<file path="src/rtl/ler_janela.sv">
// Read stage of the coprocessor: fetches the 3x3 neighbourhood around one pixel
// from image RAM, zero-padding outside neighbours, and presents it as one word.
module ler_janela #(
  parameter int LARGURA = 64,
  parameter int ALTURA  = 64,
  parameter int COORD_W = 6,
  parameter int ADDR_W  = 12,
  parameter int PIXEL_W = 8
) (
  input  logic                   clock,
  input  logic                   reset,
  input  logic                   start,
  input  logic [COORD_W-1:0]     centro_x,
  input  logic [COORD_W-1:0]     centro_y,
  input  logic [ADDR_W-1:0]      endereco_base,
  output logic [ADDR_W-1:0]      rdaddress,
  output logic                   rden,
  input  logic [PIXEL_W-1:0]     q,
  output logic [9*PIXEL_W-1:0]   janela,
  output logic                   done,
  output logic                   busy
);

  // Two extra bits: one for the sign of nx/ny, one so centre+1 never overflows.
  localparam int CW = COORD_W + 2;
  localparam logic signed [CW-1:0] ONE_S  = CW'(1);
  localparam logic signed [CW-1:0] ZERO_S = '0;
  localparam logic signed [CW-1:0] LARG_S = CW'(LARGURA);
  localparam logic signed [CW-1:0] ALT_S  = CW'(ALTURA);
  localparam logic [ADDR_W-1:0]    LARG_A = ADDR_W'(LARGURA);

  typedef enum logic [1:0] {
    IDLE,
    LEITURA,
    ESPERA,
    FIM
  } state_t;

  state_t state_reg, state_next;

  logic [3:0]          k_reg;
  logic [1:0]          col_reg;
  logic [1:0]          row_reg;
  logic [COORD_W-1:0]  cx_reg;
  logic [COORD_W-1:0]  cy_reg;
  logic [ADDR_W-1:0]   base_reg;

  logic signed [CW-1:0] nx;
  logic signed [CW-1:0] ny;
  logic                 in_range;
  logic [ADDR_W-1:0]    addr;

  logic       s1_valid_reg, s2_valid_reg;
  logic       s1_pad_reg,   s2_pad_reg;
  logic [3:0] s1_slot_reg,  s2_slot_reg;

  logic [9*PIXEL_W-1:0] shadow_reg;
  logic [9*PIXEL_W-1:0] window_next;

  always_ff @(posedge clock) begin
    if (reset) begin
      state_reg <= IDLE;
    end else begin
      state_reg <= state_next;
    end
  end

  always_comb begin
    state_next = state_reg;
    case (state_reg)
      IDLE:    if (start) state_next = LEITURA;
      LEITURA: if (k_reg == 4'd8) state_next = ESPERA;
      ESPERA:  state_next = FIM;
      FIM:     state_next = IDLE;
      default: state_next = IDLE;
    endcase
  end

  // Slot counter plus its column/row decomposition, so dx/dy need no division.
  always_ff @(posedge clock) begin
    if (reset) begin
      k_reg    <= '0;
      col_reg  <= '0;
      row_reg  <= '0;
      cx_reg   <= '0;
      cy_reg   <= '0;
      base_reg <= '0;
    end else if (state_reg == IDLE && start) begin
      k_reg    <= '0;
      col_reg  <= '0;
      row_reg  <= '0;
      cx_reg   <= centro_x;
      cy_reg   <= centro_y;
      base_reg <= endereco_base;
    end else if (state_reg == LEITURA) begin
      k_reg <= k_reg + 4'd1;
      if (col_reg == 2'd2) begin
        col_reg <= '0;
        row_reg <= row_reg + 2'd1;
      end else begin
        col_reg <= col_reg + 2'd1;
      end
    end
  end

  always_comb begin
    nx = $signed({2'b00, cx_reg}) + $signed({{COORD_W{1'b0}}, col_reg}) - ONE_S;
    ny = $signed({2'b00, cy_reg}) + $signed({{COORD_W{1'b0}}, row_reg}) - ONE_S;
    in_range = (nx >= ZERO_S) && (nx < LARG_S) && (ny >= ZERO_S) && (ny < ALT_S);
    addr = base_reg + ADDR_W'($unsigned(ny)) * LARG_A + ADDR_W'($unsigned(nx));
  end

  // Out-of-range slots issue no read and leave rdaddress untouched.
  always_ff @(posedge clock) begin
    if (reset) begin
      rden      <= 1'b0;
      rdaddress <= '0;
    end else begin
      rden <= (state_reg == LEITURA) && in_range;
      if (state_reg == LEITURA && in_range) begin
        rdaddress <= addr;
      end
    end
  end

  // Slot tag travels two stages to line up with q coming back from the RAM.
  always_ff @(posedge clock) begin
    if (reset) begin
      s1_valid_reg <= 1'b0;
      s1_pad_reg   <= 1'b0;
      s1_slot_reg  <= '0;
      s2_valid_reg <= 1'b0;
      s2_pad_reg   <= 1'b0;
      s2_slot_reg  <= '0;
    end else begin
      s1_valid_reg <= (state_reg == LEITURA);
      s1_pad_reg   <= !in_range;
      s1_slot_reg  <= k_reg;
      s2_valid_reg <= s1_valid_reg;
      s2_pad_reg   <= s1_pad_reg;
      s2_slot_reg  <= s1_slot_reg;
    end
  end

  generate
    for (genvar gi = 0; gi < 9; gi++) begin : g_slot
      assign window_next[gi*PIXEL_W +: PIXEL_W] =
        (s2_valid_reg && s2_slot_reg == 4'(gi)) ? (s2_pad_reg ? '0 : q)
                                                : shadow_reg[gi*PIXEL_W +: PIXEL_W];
    end
  endgenerate

  always_ff @(posedge clock) begin
    if (reset) begin
      shadow_reg <= '0;
    end else begin
      shadow_reg <= window_next;
    end
  end

  // The last slot lands in the same edge as the commit, so janela takes the merged word.
  always_ff @(posedge clock) begin
    if (reset) begin
      janela <= '0;
      done   <= 1'b0;
      busy   <= 1'b0;
    end else begin
      if (state_reg == FIM) begin
        janela <= window_next;
      end
      done <= (state_reg == FIM);
      busy <= (state_reg != IDLE);
    end
  end

endmodule
</file>
<file path="config.mk">
export PLATFORM = sky130hd
export DESIGN_NAME = ler_janela
export DESIGN_NICKNAME = d
export VERILOG_FILES = /design/src/rtl/ler_janela.sv
export SDC_FILE = /design/constraint.sdc
export NUM_CORES = 1
export LEC_CHECK = 0
export ABC_AREA = 1
export BUFFER_PORTS_ARGS = -buffer_cell sky130_fd_sc_hd__buf_4
export CORE_MARGIN = 2
export CORE_UTILIZATION = 45
export CTS_CLUSTER_SIZE = 25
export DETAILED_ROUTE_END_ITERATION = 10
export HOLD_SLACK_MARGIN = 0.05
export PLACE_DENSITY = 0.68
export SLEW_MARGIN = 20
export SYNTH_ARGS = -nofsm -noshare
export SYNTH_HDL_FRONTEND = slang
export SYNTH_SLANG_ARGS = --single-unit
</file>
<file path="constraint.sdc">
create_clock -name clock -period 3 [get_ports clock]
set_clock_uncertainty 0.05 [all_clocks]
set_input_delay 0.3 -clock clock [delete_from_list [all_inputs] [get_ports clock]]
set_output_delay 0.3 -clock clock [all_outputs]
set_load 0.01 [all_outputs]
</file>
==> results of run 1 <==
## cells by family after synthesis
kind of cell               count (synthesis)  share of synthesized area [%]
adders and majority gates                 48                           7.34
and+or+nand+nor                          434                           20.2
AOI/OAI and AO/OA                        213                           14.5
buffers and inverters                    225                           9.86
DFF                                      205                           47.2
xor gates and xnor gates                   9                          0.906
## routing by layer
layer / share of wire, % / wire, um
met4: 2.0 / 397
met2: 45 / 9020
met3: 5.4 / 1090
met5: 0 / 0
met1: 48 / 9540
## worst max path at each step
stage	end	slack [ps]	start
floorplan	rdaddress[11]	2	col_reg[1]
global placement	rdaddress[11]	-90	col_reg[1]
detailed placement	rdaddress[10]	-110	cx_reg[1]
CTS	rdaddress[9]	-10	cx_reg[1]
global route	rdaddress[11]	-140	cx_reg[1]
finish	rdaddress[9]	-10	cx_reg[1]
## placed cells by master, fill, tap and decap left out, types with 16 or more instances in the layout
master	Yosys	layout
nor2_1	212	207
inv_1	169	163
ha_1	43	33
clkbuf_16	0	22
o211ai_1	72	72
a21oi_1	102	96
buf_4	0	151
nand2_1	175	163
dfxtp_1	205	202
o21ai_0	32	31
dlygate4sd3_1	0	16
## critical path: cells and delay by family, from the launching register on
| kind | cells | cell delay [ps] |
|---|---|---|
| fa+ha+maj | 5 | 1540 |
| buf+inv | 2 | 80 |
| simple gates | 12 | 900 |
| flops | 1 | 320 |
## layout make-up
cell class,instances,area [um^2]
clock inverter,6,66.3
clock buffer,33,662
sequential,205,4110
tap,260,325
fill,1732,7720
timing repair buffer,169,1330
inverter,172,646
multi-input combinational,704,3970
## power groups by stage
stage                     Clock (mW)  Combinational, mW  Sequential, mW
final                           2.68               5.13            3.30
after global routing            2.83               5.74            3.34
after CTS                       2.74               4.85            3.29
after detailed placement           0               4.39            3.35
after global placement             0               4.33            3.35
after floorplan                    0               2.89            3.39
## metrics by stage
step | total power [mW] | setup TNS (ps) | util, %
floorplan | 6.28 | 0 | -
global placement | 7.68 | -243 | 53.1
detailed placement | 7.74 | -400 | 53.1
CTS | 10.9 | -23.1 | 58.4
global route | 11.9 | -721 | 59.0
finish | 11.1 | -10.5 | 59.0
## repair_timing
item                                    in CTS  in global routing
gates cloned                                 0                  0
endpoints found under the setup margin       6                  7
endpoints found under the hold margin       16                  0
pin swaps                                   15                 22
hold buffers                                16                  0
setup buffers                                2                  2
resized for setup                           20                 29
==> metrics, run 1 <==
# H-tree levels=1; initial drt markers=~470; Final Critical Period=approximately 3000 ps; clk sinks=about 200; Ys Warns=0; Die Span X=~140 um; die outline area=around 0.020 mm^2; IO Pins=122; crit end category=flip-flop; worst path cell trace=inv_2 > ha_4 > inv_2 > ha_4 > fa_2 > nand3_2 > nand2_4 > nor2_2 > fa_1 > ha_4 > nand2_4 > nor2_1 > nand2_1 > nand2_1 > nand2_1 > nand2_1 > nand4_1 > nand2_1 > nor2_1; top fanout value on the critical path=4; final setup fails=1; top cells by area, synth=dfxtp_1 (47%), nor2_1 (9.2%), nand2_1 (7.6%); Clock Pin Slew Worst Setup and Hold Paths=60 ps; peak supply drop=0.854 mV; top cells by count, synth=nor2_1 (212), dfxtp_1 (205), nand2_1 (175); reg2reg end=rdaddress[9]; fraction of layout cells with a size suffix above 1=between 10% and 20%; number of global-route vias before repair=around 7000; register area share after synthesis=a little under half; critical path required time=3340 ps; placed cell area=approximately 0.010 mm^2; Lkg Pwr=~5.4 nW; design area=~0.011 mm^2; Post-Layout Cell Count=1549; floorplan row count=50; initial core utilization=roughly 46%; CTS tree=yes; number of port buffers=between 100 and 150; Setup WS pre-CTS=-111 ps; final WL=about 20000 um; Via density=approximately 4.8; M2 GR Usage=about a third; mapped cell area=0.00870 mm^2; Slew HR=a little over half; Seq pwr share=slightly below 30%; worst hold path cell count=3; RSZ-0062 raised after global routing=yes; hold slack=51.6 ps; nets=between 1000 and 1500; via count=between 7000 and 8000; switch share=a little under two fifths; Slew @ Worst Pin=about 680 ps; syn_nets=~1200; largest net degree at the start of global routing=65; Reg2Reg Launch Point=cx_reg[1]; kind of critical path=flip-flop to flip-flop; combinational power share=between 40% and 50%; Top FF cell, synth=dfxtp_1; Worst Setup Start Kind=flip-flop; Clock Root Buffer=clkbuf_16; Remaining DRCs=0; Worst Reg-to-Reg Cells=19; Yosys top cell area share=between 40% and 50%; initial antenna violation count=0; met1 Use GR=between 20% and 30%; Power Density=between 900 and 1000 mW/mm^2; ys async rst share=0%; Die Ht=between 100 and 150 um; Slowest cell on crit path=fa_1; hpwl dp=~14000 um; status=complete, but fails checks; Clk pwr share=about a quarter; post-DR wirelength/cell=12.9 um; Ant. Diodes=0; Clock Latency Late Sink=about 500 ps; Max-Cap Viols=0; crit share post-route=100%; EDFF count, synth=0; final hold viol count=0; top cell type by total area after synthesis=dfxtp_1; drt first pass iters=5; most used standard cell by instance count after synthesis=nor2_1; Avg Inst Size Synth=7.67 um^2; placed insts=between 1000 and 1500; P_sw=between 4 and 5 mW; Hold Crit Endpoint=cx_reg[1]; failing checks=setup timing; Total Routing Usage GR=roughly a fifth; RePlAce Congestion=between 0.8 and 0.9; first-pass GRT wire length=roughly 33000 um; Slew Viols, Final=0; most used cell, CP=nand2_1; unique cell type count in the Yosys netlist=31; Clock Path Buffers=3; hold wc startpoint=centro_x[1]; Worst Hold Class=input port to flip-flop; CP peak stage delay=450 ps; crit path DAT=around 3400 ps; Area Overhead vs Synth=27.8%; Fmax achieved=approximately 0.33 GHz; Synth Register Bits=205; met3 usage=2.92%; number of buffers created by CTS=22; antenna-violating nets left=0; area of the core=0.0188 mm^2; Reg2Reg Setup Slack=-10 ps; grt ovf=0; Mapped Cells=around 1100; gr busiest metal=met2; Final Worst Setup Slack=-10.5 ps; Internal=approximately 7.0 mW
Power figures use the tool's default switching activity.
==> run 2, diff against run 1 <==
- RECOVER_POWER: not set -> 100
==> metrics, run 2 (synthesis results as in run 1) <==
status=complete, but fails checks; failing checks=setup timing; final WL=20100 um (+0.23%); worst path cell trace=inv_2 > ha_4 > inv_2 > ha_4 > fa_2 > nand3_2 > nand2_4 > nor2_2 > fa_1 > ha_4 > nand2_4 > nor2_1 > nand2_1 > nand2_1 > nand2_1 > nand2_1 > nand4_1 > nand2_1 > nor2_1; Die Ht=143 um (unchanged); final setup fails=1 (unchanged); hpwl dp=13600 um (unchanged); largest net degree at the start of global routing=65 (unchanged); Total Routing Usage GR=19.7% (unchanged); Clock Root Buffer=clkbuf_16; Filler cells=1798 (+3.8%); antenna-violating nets left=0 (unchanged); Clock Latency Late Sink=500 ps (about the same); RePlAce Congestion=0.847 (unchanged); Final Worst Setup Slack=-11.8 ps (-1.34 ps); Reg2Reg Launch Point=cx_reg[1]; Worst Hold Class=input port to flip-flop; Worst Setup Start Kind=flip-flop; hold slack=49.7 ps (-1.91 ps); IO Pins=122 (unchanged); hold wc startpoint=centro_x[1]; TNS Setup=-11.8 ps (-1.34 ps); drt first pass iters=5 (unchanged); crit share post-route=100% (about the same); Via density=4.83 (+0.16%); first-pass GRT wire length=33300 um (unchanged); die outline area=0.0205 mm^2 (unchanged); Final Critical Period=3010 ps (+1.34 ps); Lkg Pwr=5.00 nW (-7.0%); via count=7477 (+0.16%); fraction of layout cells with a size suffix above 1=12.5% (-7.1 points); floorplan row count=50 (unchanged); Remaining DRCs=0 (unchanged); Fmax achieved=0.332 GHz (about the same); Setup WS pre-CTS=-111 ps (unchanged); Slew Viols, Final=0 (unchanged); commonest non-fill, non-tap cell in the layout=nor2_1; area of the core=0.0188 mm^2 (unchanged); area of the multi-input gates=0.00395 mm^2 (-0.57%); critical path required time=3340 ps (about the same); RSZ-0062 raised after global routing=yes; crit path DAT=3360 ps (about the same); number of global-route vias before repair=6939 (unchanged); Slew @ Worst Pin=1410 ps (+726 ps); most frequent cells in the layout=nor2_1 (207), dfxtp_1 (202), inv_1 (163), nand2_1 (163), a21oi_1 (96); Slowest cell on crit path=fa_1; Worst Reg-to-Reg Cells=19 (unchanged); crit end category=flip-flop; Clock Pin Slew Worst Setup and Hold Paths=60 ps (about the same); Area Overhead vs Synth=23.7%; nets=1357 (unchanged); peak supply drop=0.855 mV (about the same); post-DR wirelength/cell=13.0 um (+0.23%); number of buffers created by CTS=22 (unchanged); Slew HR=6.19% (-48 points); number of port buffers=121 (unchanged); grt ovf=0 (unchanged); Reg2Reg Setup Slack=-10 ps (about the same); top fanout value on the critical path=4 (unchanged); CP bufs+invs=2 (unchanged); Ant. Diodes=0 (unchanged); CTS tree=yes; Top delay family on crit path=adder cells; initial antenna violation count=0 (unchanged); # H-tree levels=1 (unchanged); Max-Cap Viols=0 (unchanged); CP peak stage delay=450 ps (about the same); final hold viol count=0 (unchanged); Die Span X=143 um (unchanged); most used cell, CP=nand2_1; crit path from=cx_reg[1]; initial drt markers=415 (-11%); clk sinks=205 (unchanged); kind of critical path=flip-flop to flip-flop; Crit path depth=19 (unchanged); Reg area=0.00411 mm^2 (unchanged); initial core utilization=46.2% (unchanged); Power Density=1010 mW/mm^2 (+1.6%); Clock Path Buffers=3 (unchanged); worst hold path cell count=3 (unchanged)
==> run 2: per-stage QoR <==
| stage | util, % | instances | area (um^2) | power, mW |
|---|---|---|---|---|
| after CTS | 58.4 | 1547 | 11000 | 10.9 |
| after global placement | 53.1 | 1490 | 10000 | 7.68 |
| after global routing | 57.1 | 1549 | 10800 | 11.7 |
| final | 57.1 | 1549 | 10800 | 10.9 |
| after detailed placement | 53.1 | 1490 | 10000 | 7.74 |
| after floorplan | - | 1134 | 8730 | 6.28 |
==> run 2: final timing paths <==
path	to
worst max register to register	rdaddress[9]
worst min-delay path	cx_reg[1]
worst min register to register	s2_slot_reg[2]
worst max-delay path	rdaddress[9]
==> run 2: timing repair <==
action / 4_1_cts / 5_1_grt
hold endpoints to repair: 16 / 0
endpoints found under the setup margin: 6 / 7
pin swaps: 15 / 22
hold buffers: 16 / 0
resized for setup: 20 / 29
setup buffers: 2 / 2
==> run 2: report_power, final <==
| part | internal, mW | switching [mW] | total [mW] |
|---|---|---|---|
| clock | 1.61 | 1.07 | 2.68 |
| sequential | 3.08 | 0.203 | 3.28 |
| combinational | 2.11 | 2.84 | 4.95 |
| total | 6.80 | 4.11 | 10.9 |
==> run 2: area by class of cell <==
cell class	instances	share of cell area, %
Clock buffer	33	6.15
Clock inverter	6	0.617
Inverter	172	6.00
Multi-Input combinational cell	704	36.7
Sequential cell	205	38.2
Tap cell	260	3.02
Timing Repair Buffer	169	9.27
==> run 2: worst register-to-register path, delay by kind of cell (launching register included) <==
family	cells	cell delay, ps
buffers and inverters	2	80
and+or+nand+nor	12	910
DFF	1	320
adders and majority gates	5	1540
==> run 2: per-layer routing <==
layer  routed length, um  vias to the layer above  track usage [%]
met5                   0                        -                0
met4                 422                        0             5.89
met3                1140                       34             2.92
met2                8960                      176             31.5
met1                9580                     3389             27.8
li1                    -                     3878                -
==> run 3, diff against run 2 <==
- CORE_UTILIZATION: 45 -> 52
- PLACE_DENSITY: 0.68 -> 0.76
- SKIP_CTS_REPAIR_TIMING: not set -> 1
==> metrics, run 3 (synthesis results as in run 1) <==
status=complete, but fails checks; failing checks=capacitance limit, slew limit, setup timing; crit end category=flip-flop; antenna-violating nets left=0 (unchanged); Total Routing Usage GR=22.0% (+2.3 points); RePlAce Congestion=0.889 (+4.9%); Lkg Pwr=4.90 nW (-2.0%); Die Span X=133 um (-6.8%); nets=1341 (-1.2%); design area=0.0104 mm^2 (-2.8%); # H-tree levels=1 (unchanged); combinational power share=44.9% (-0.5 points); IO Pins=122 (unchanged); most frequent cells in the layout=nor2_1 (207), dfxtp_1 (203), nand2_1 (167); peak supply drop=0.865 mV (+1.2%); switch share=38.3% (+0.69 points); area of the core=0.0165 mm^2 (-13%); drt first pass iters=6 (+1); TNS Setup=-218 ps (-206 ps); Remaining DRCs=0 (unchanged); crit share post-route=102% (+1.9 points); Clock Path Buffers=3 (unchanged); clk sinks=205 (unchanged); Clock Pin Slew Worst Setup and Hold Paths=60 ps (about the same); Final Critical Period=3070 ps (+57.3 ps); Via density=5.03 (+4.3%); Final Worst Setup Slack=-69.1 ps (-57.3 ps); number of port buffers=121 (unchanged); Internal=6.53 mW (-4.1%); floorplan row count=47 (-6.0%); fraction of layout cells with a size suffix above 1=11.2% (-1.3 points); final hold viol count=0 (unchanged); Max-Cap Viols=1 (+1); Power Density=1010 mW/mm^2 (-0.13%); Clk pwr share=24.1% (-0.4 points); via count=7514 (+0.49%); die outline area=0.0178 mm^2 (-13%); Area Overhead vs Synth=20.2%; Ant. Diodes=0 (unchanged); Fmax achieved=0.326 GHz (-1.9%); kind of critical path=flip-flop to flip-flop; Slew @ Worst Pin=1770 ps (+364 ps); placed insts=1446 (-3.0%); RSZ-0062 raised after global routing=yes; grt ovf=0 (unchanged); commonest non-fill, non-tap cell in the layout=nor2_1; top fanout value on the critical path=4 (unchanged); Worst Hold Class=input port to flip-flop; hpwl dp=13300 um (-2.0%); final setup fails=5 (+4); Slew HR=-18.1% (-24 points); largest net degree at the start of global routing=69 (+6.2%); Finished Core Util=63.5% (+6.3 points); post-DR wirelength/cell=13.4 um (+3.5%); Worst Setup Start Kind=flip-flop; initial core utilization=52.8% (+6.6 points); number of global-route vias before repair=6947 (+0.12%); critical path required time=3330 ps (about the same); final WL=20000 um (-0.26%); Seq pwr share=31.0% (+0.9 points); Clock Latency Late Sink=500 ps (about the same); Setup WS pre-CTS=-146 ps (-34.9 ps); initial antenna violation count=0 (unchanged); crit path DAT=3400 ps (+40 ps); first-pass GRT wire length=32700 um (-1.8%); initial drt markers=491 (+18%); number of buffers created by CTS=21 (-4.5%); Die Ht=133 um (-6.8%); placed cell area=0.00992 mm^2 (-0.80%); Post-Layout Cell Count=1493 (-3.6%); P_sw=4.06 mW (-1.2%); CTS tree=yes; Clock Root Buffer=clkbuf_16; Slew Viols, Final=42 (+42)
## run 3: changes by cell type in the layout (fill, tap and decap cells not counted), moves of 2 or more
cell	previous run	this run
buf_4	61	52
nand2_2	15	11
nand2_1	163	167
buf_12	2	0
clkinvlp_4	0	2
clkinv_2	4	8
dlygate4sd3_1	16	9
clkbuf_1	93	90
clkbuf_8	7	4
## run 3: per-stage QoR
step | hold WS [ps] | power (mW)
after global routing | 57.1 | 11.3
after global placement | 341 | 7.58
after detailed placement | 343 | 7.65
after CTS | 4.15 | 10.2
after floorplan | 338 | 6.28
final | 20.1 | 10.6
## run 3: layout make-up
class | instances | area, um^2
inverters | 172 | 646
clock inverters | 12 | 93.8
flip-flops and latches | 205 | 4110
clock buffers | 26 | 584
well taps | 220 | 275
fillers | 1452 | 6020
multi-input cells | 704 | 3910
repair buffers | 154 | 837
## run 3: metal layers
layer  track usage, %  part of all wire (%)
met1             30.0                    46
met2             37.1                    47
met3             3.23                   5.5
met4             5.32                   1.6
met5                0                     0
## run 3: path summary, 6_finish.rpt
path,from,cells after the start,slack (ps),endpoint
worst max register to register,cx_reg[1],20,-70,rdaddress[11]
worst max-delay path,cx_reg[1],20,-70,rdaddress[11]
worst min-delay path,endereco_base[5],3,20,base_reg[5]
worst min register to register,s1_pad_reg,2,350,s2_pad_reg
## run 3: worst max-delay path, cell delays in order, from the launching register on
cell and delay, ps:
dfxtp_2 330, inv_2 50, ha_4 250, inv_2 30, ha_4 160, fa_2 370, nand3_2 90, nand2_4 70
xor2_1 170, ha_1 320, ha_4 250, nand2_4 70, inv_2 30, a21oi_2 140, inv_1 60, nand2_1 70
nand3_2 90, nor2_2 130, nor2_2 40, nor2_1 110, nor2_1 50
## run 3: power by group through the flow
stage,sequential [mW],clock [mW],combinational (mW)
2_1_floorplan,3.39,0,2.89
6_report,3.28,2.55,4.76
3_3_place_gp,3.34,0,4.24
4_1_cts,3.29,2.58,4.36
3_5_place_dp,3.35,0,4.30
5_1_grt,3.32,2.69,5.28
